File: src/rtl/pipeline_front_regs.sv
// PC, IF/ID and ID/EX pipeline registers of the 5-stage MIPS core, with stall,
// bubble and branch-squash handling plus saturating stall/flush event counters.
module pipeline_front_regs #(
    parameter int               WIDTH    = 32,
    parameter logic [WIDTH-1:0] RESET_PC = '0,
    parameter int               CNT_W    = 16
) (
    input  logic             clk,
    input  logic             rst,
    input  logic             Stall_F,
    input  logic             Stall_D,
    input  logic             Flush_E,
    input  logic             PCSrc_D,
    input  logic [WIDTH-1:0] PC_Branch_D,
    input  logic [WIDTH-1:0] Instr_F,
    output logic [WIDTH-1:0] PC_F,
    output logic [WIDTH-1:0] Instr_D,
    output logic [WIDTH-1:0] PC_Plus4_D,
    input  logic [7:0]       Ctrl_D,
    input  logic [WIDTH-1:0] RD1_D,
    input  logic [WIDTH-1:0] RD2_D,
    input  logic [WIDTH-1:0] Sign_Imm_D,
    input  logic [4:0]       Rs_D,
    input  logic [4:0]       Rt_D,
    input  logic [4:0]       Rd_D,
    output logic [7:0]       Ctrl_E,
    output logic [WIDTH-1:0] RD1_E,
    output logic [WIDTH-1:0] RD2_E,
    output logic [WIDTH-1:0] Sign_Imm_E,
    output logic [4:0]       Rs_E,
    output logic [4:0]       Rt_E,
    output logic [4:0]       Rd_E,
    output logic             Valid_E,
    output logic [CNT_W-1:0] Stall_Cnt,
    output logic [CNT_W-1:0] Flush_Cnt
);

    logic [WIDTH-1:0] pc_reg, pc_next, pc_plus4;
    logic [WIDTH-1:0] instr_d_reg, instr_d_next;
    logic [WIDTH-1:0] pc_plus4_d_reg, pc_plus4_d_next;

    logic [7:0]       ctrl_e_reg, ctrl_e_next;
    logic [WIDTH-1:0] rd1_e_reg, rd1_e_next;
    logic [WIDTH-1:0] rd2_e_reg, rd2_e_next;
    logic [WIDTH-1:0] sign_imm_e_reg, sign_imm_e_next;
    logic [4:0]       rs_e_reg, rs_e_next;
    logic [4:0]       rt_e_reg, rt_e_next;
    logic [4:0]       rd_e_reg, rd_e_next;
    logic             valid_e_reg, valid_e_next;

    assign pc_plus4 = pc_reg + WIDTH'(4);

    // Stall outranks redirect; the branch is simply re-evaluated next cycle.
    always_comb begin
        pc_next = pc_reg;
        if (!Stall_F) begin
            pc_next = PCSrc_D ? PC_Branch_D : pc_plus4;
        end
    end

    always_comb begin
        instr_d_next    = instr_d_reg;
        pc_plus4_d_next = pc_plus4_d_reg;
        if (!Stall_D) begin
            if (PCSrc_D) begin
                instr_d_next    = '0;
                pc_plus4_d_next = '0;
            end else begin
                instr_d_next    = Instr_F;
                pc_plus4_d_next = pc_plus4;
            end
        end
    end

    // A cleared Ctrl_E has Reg_Write and Mem_Write low, so a bubble is inert.
    always_comb begin
        ctrl_e_next     = Ctrl_D;
        rd1_e_next      = RD1_D;
        rd2_e_next      = RD2_D;
        sign_imm_e_next = Sign_Imm_D;
        rs_e_next       = Rs_D;
        rt_e_next       = Rt_D;
        rd_e_next       = Rd_D;
        valid_e_next    = 1'b1;
        if (Flush_E) begin
            ctrl_e_next     = '0;
            rd1_e_next      = '0;
            rd2_e_next      = '0;
            sign_imm_e_next = '0;
            rs_e_next       = '0;
            rt_e_next       = '0;
            rd_e_next       = '0;
            valid_e_next    = 1'b0;
        end
    end

    always_ff @(posedge clk) begin
        if (rst) begin
            pc_reg         <= RESET_PC;
            instr_d_reg    <= '0;
            pc_plus4_d_reg <= '0;
            ctrl_e_reg     <= '0;
            rd1_e_reg      <= '0;
            rd2_e_reg      <= '0;
            sign_imm_e_reg <= '0;
            rs_e_reg       <= '0;
            rt_e_reg       <= '0;
            rd_e_reg       <= '0;
            valid_e_reg    <= 1'b0;
        end else begin
            pc_reg         <= pc_next;
            instr_d_reg    <= instr_d_next;
            pc_plus4_d_reg <= pc_plus4_d_next;
            ctrl_e_reg     <= ctrl_e_next;
            rd1_e_reg      <= rd1_e_next;
            rd2_e_reg      <= rd2_e_next;
            sign_imm_e_reg <= sign_imm_e_next;
            rs_e_reg       <= rs_e_next;
            rt_e_reg       <= rt_e_next;
            rd_e_reg       <= rd_e_next;
            valid_e_reg    <= valid_e_next;
        end
    end

    // Event 0 = stall cycle, event 1 = flush cycle (either cause counts once).
    logic [1:0]            cnt_event;
    logic [1:0][CNT_W-1:0] cnt_val;

    assign cnt_event[0] = Stall_D;
    assign cnt_event[1] = Flush_E | (PCSrc_D & ~Stall_D);

    generate
        for (genvar gi = 0; gi < 2; gi++) begin : g_cnt
            logic [CNT_W-1:0] cnt_reg;
            always_ff @(posedge clk) begin
                if (rst) begin
                    cnt_reg <= '0;
                end else if (cnt_event[gi] && (cnt_reg != {CNT_W{1'b1}})) begin
                    cnt_reg <= cnt_reg + 1'b1;
                end
            end
            assign cnt_val[gi] = cnt_reg;
        end
    endgenerate

    assign PC_F       = pc_reg;
    assign Instr_D    = instr_d_reg;
    assign PC_Plus4_D = pc_plus4_d_reg;
    assign Ctrl_E     = ctrl_e_reg;
    assign RD1_E      = rd1_e_reg;
    assign RD2_E      = rd2_e_reg;
    assign Sign_Imm_E = sign_imm_e_reg;
    assign Rs_E       = rs_e_reg;
    assign Rt_E       = rt_e_reg;
    assign Rd_E       = rd_e_reg;
    assign Valid_E    = valid_e_reg;
    assign Stall_Cnt  = cnt_val[0];
    assign Flush_Cnt  = cnt_val[1];

endmodule

File: config.mk
export PLATFORM = sky130hd
export DESIGN_NAME = pipeline_front_regs
export DESIGN_NICKNAME = d
export VERILOG_FILES = /design/src/rtl/pipeline_front_regs.sv
export SDC_FILE = /design/constraint.sdc
export NUM_CORES = 1
export LEC_CHECK = 0
export CORE_AREA = 5 5 167 169
export DETAILED_ROUTE_END_ITERATION = 8
export DIE_AREA = 0 0 172 174
export DONT_BUFFER_PORTS = 1
export GPL_TIMING_DRIVEN = 0
export MAX_ROUTING_LAYER = met4
export PLACE_DENSITY = 0.61
export SLEW_MARGIN = 20
export SYNTH_ARGS = -nofsm -noshare
export SYNTH_HDL_FRONTEND = slang
export SYNTH_SLANG_ARGS = --single-unit
File: constraint.sdc
create_clock -name clk -period 2.7 [get_ports clk]
set_clock_uncertainty 0.15 [all_clocks]
set_input_delay 0.675 -clock clk [delete_from_list [all_inputs] [get_ports clk]]
set_output_delay 0.675 -clock clk [all_outputs]
set_load 0.01 [all_outputs]
==> results.sh <==
export IMPL_grt_pass1_wl_mm=45.84
export IMPL_rsz0062_at_grt="false"
export IMPL_cp_endpoint="PC_F[28]$_SDFFE_PP0N_"
export IMPL_synthCells=970
export IMPL_layout_drive_gt1_share=0.06594
export IMPL_pre_cts_ws_ns=-0.03318
export IMPL_power_density_nw_per_um2=743.6
export IMPL_synthArstFlopShare=0
export IMPL_root_buffer="clkbuf_16"
export IMPL_antenna_found_initial=7
export IMPL_cap_violations=0
export IMPL_cts_tree="done"
export IMPL_hold_path_class="in2reg"
export IMPL_globalRouteOverflowTotal=0
export IMPL_clkTransAtPathRegs_ns=0.06
export IMPL_synth_most_common_cell="dfxtp_1"
export IMPL_initial_utilization=0.3493
export IMPL_syn_nets=1162
export IMPL_crit_fanout=10
export IMPL_drtIter0Drc=424
export IMPL_grt_max_degree=15
export IMPL_hold_viol_final=0
export IMPL_core_area_um2=26430
export IMPL_dr_total_vias=7185
export IMPL_period_needed_ns=2.479
export IMPL_grt_use_met3=0.08347
export IMPL_die_w_um=172
export IMPL_end_kind="register"
export IMPL_synth_commonest_cells="dfxtp_1 (248), and2_1 (121), nor2_1 (108), nand2_1 (56), clkbuf_1 (55)"
export IMPL_postRouteAntennaNets=0
export IMPL_gr_usage_met1=0.2292
export IMPL_min_from="RD2_D[16]"
export IMPL_ys_seq_area_frac=0.5379
export IMPL_crit_arrival_ns=2.73
export IMPL_synth_cell_types=60
export IMPL_synth_area_um2=9230
export IMPL_clock_latency_ns=0.54
export IMPL_die_height_um=174
export IMPL_clockBufferDepth=3
export IMPL_relSlewSlack=0.3047
export IMPL_groute_usage_overall=0.2063
export IMPL_power_leakage_nw=3.867
export IMPL_yosys_warnings=0
export IMPL_syn2layout_area_growth_pct=13.81
export IMPL_worstMarginPinSlew_ns=1.039
export IMPL_dieArea_um2=29930
export IMPL_synthFlopType="dfxtp_1"
export IMPL_gp_congestion=0.9062
export IMPL_clock_sinks=248
export IMPL_grt_busiest_layer="met2"
export IMPL_rows=60
export IMPL_h_tree_depth=1
export IMPL_timing_rr_end="PC_F[28]$_SDFFE_PP0N_"
export IMPL_synth_seq_cells=248
export IMPL_synth_edff_count=0
export IMPL_critPathRequiredTime_ns=2.95
export IMPL_r2r_slack_ns=0.22
export IMPL_vdd_ir_drop_worst_uv=585.3
export IMPL_drc_errors=0
export IMPL_synth_area_top_cells="dfxtp_1 (54%), and2_1 (8.2%), nor2_1 (4.4%)"
export IMPL_cp_startpoint="PC_F[2]$_SDFFE_PP0N_"
export IMPL_io_buffers=0
export IMPL_nFillCells=2651
export IMPL_status="finished clean"
export IMPL_wl_per_cell_um=23.42
export IMPL_grt_pass1_vias=7091
export IMPL_worstSetupStartpointType="register"
export IMPL_wl_mm=31.90
export IMPL_fin_ws_ns=0.2207
export IMPL_period_share=0.9183
export IMPL_hold_buffers=0
export IMPL_drt_pass1_iter_count=5
export IMPL_hpwl_mm=25.26
export IMPL_synth_largest_area_cell="dfxtp_1"
export IMPL_final_util=0.3975
export IMPL_r2r_start="PC_F[2]$_SDFFE_PP0N_"
export IMPL_gr_usage_met2=0.3381
export IMPL_finish_net_count=1190
export IMPL_report_final_slew_viol_count=0
export IMPL_syn_area_per_cell_um2=9.516
export IMPL_routed_via_density=5.275
export IMPL_fmax_mhz=403.3
export IMPL_critical_path_class="reg2reg"
export IMPL_io_pins=437
export IMPL_yosysTopAreaCellShare=0.5379
export IMPL_numCtsBuffers=26
export IMPL_setup_viol=0
export IMPL_ff2ff_path_depth=7
kinds of logic (layout without fill, tap and decap cells):
kind of cell | count (synthesis) | in the layout | synth area share
compound gates | 169 | 169 | 0.1193
xor+xnor | 54 | 54 | 0.05124
fa+ha+maj | 3 | 3 | 0.004067
buf+inv | 81 | 127 | 0.03606
flops | 248 | 248 | 0.5379
mux | 11 | 11 | 0.01193
other cells | 0 | 5 | 0
simple gates | 404 | 404 | 0.2395
per-layer routing:
metal / wire [um] / up-vias
met5: 0 / -
met4: 1097 / 0
met3: 3621 / 73
met2: 15650 / 390
met1: 11540 / 3344
li1: - / 3378
what timing repair did:
item | 4_1_cts | 5_1_grt
gates resized for setup | 1 | 2
setup endpoints to repair | 1 | 11
setup buffers | 0 | 0
state kept, by name, summed over array words and instances (netlist names), 8 cells and up:
| signal | count |
|---|---|
| Ctrl_E | 8 |
| Flush_Cnt | 16 |
| Instr_D | 32 |
| PC_F | 32 |
| PC_Plus4_D | 32 |
| RD1_E | 32 |
| RD2_E | 32 |
| Sign_Imm_E | 32 |
| Stall_Cnt | 16 |
power by group:
group | internal, mW | switching, mW | total [mW]
clock network | 1.95 | 1.48 | 3.42
logic | 0.148 | 0.256 | 0.404
registers | 3.79 | 0.190 | 3.98
worst min-delay path by stage:
| stage | to | cells after the start |
|---|---|---|
| after floorplan | PC_Plus4_D[31]$_SDFFE_PP0N_ | 2 |
| after global placement | PC_Plus4_D[27]$_SDFFE_PP0N_ | 2 |
| after detailed placement | PC_Plus4_D[27]$_SDFFE_PP0N_ | 2 |
| after CTS | Sign_Imm_E[20]$_SDFF_PP0_ | 1 |
| after global routing | RD1_E[12]$_SDFF_PP0_ | 1 |
| final | RD2_E[16]$_SDFF_PP0_ | 1 |
placed cells by master, fill, tap and decap left out, types with 17 or more instances in the layout:
| cell type | instances |
|---|---|
| nand3_1 | 17 |
| a22oi_1 | 51 |
| clkbuf_1 | 61 |
| o21ai_0 | 38 |
| clkbuf_16 | 26 |
| nand4_1 | 18 |
| dfxtp_1 | 246 |
| nor2_1 | 108 |
| nand2_1 | 56 |
| xor2_1 | 17 |
| and2_1 | 121 |
| xnor2_1 | 37 |
| a21oi_1 | 34 |
stage by stage:
step	cells	power [mW]	instance area (um^2)	setup TNS (ns)	hold WS, ns
4_1_cts	1357	7.898	10490	0	0.06662
3_3_place_gp	1311	4.464	9657	-0.05869	0.3320
6_report	1362	7.812	10510	0	0.09430
3_5_place_dp	1311	4.471	9657	-0.06052	0.3362
2_1_floorplan	970	4.296	9230	0	0.3197
5_1_grt	1362	8.124	10510	0	0.06384
area by class of cell:
type / instances / area (um^2) / share of cell area
Inverter: 8 / 30.03 / 0.002858
Antenna cell: 5 / 12.51 / 0.001191
Buffer: 73 / 302.8 / 0.02882
Clock buffer: 38 / 755.7 / 0.07194
Tap cell: 341 / 426.7 / 0.04061
Sequential cell: 248 / 4967 / 0.4728
Multi-Input combinational cell: 641 / 3941 / 0.3752
Clock inverter: 8 / 68.82 / 0.006551
critical path: stages, from the launching register on:
cell,delay (ns)
dfxtp_2,0.47
ha_1,0.29
nand4_1,0.30
nor4_4,0.48
buf_4,0.24
nand3_1,0.14
mux2i_1,0.18
o22ai_1,0.09
No activity file was read; power rests on OpenSTA's default activity.
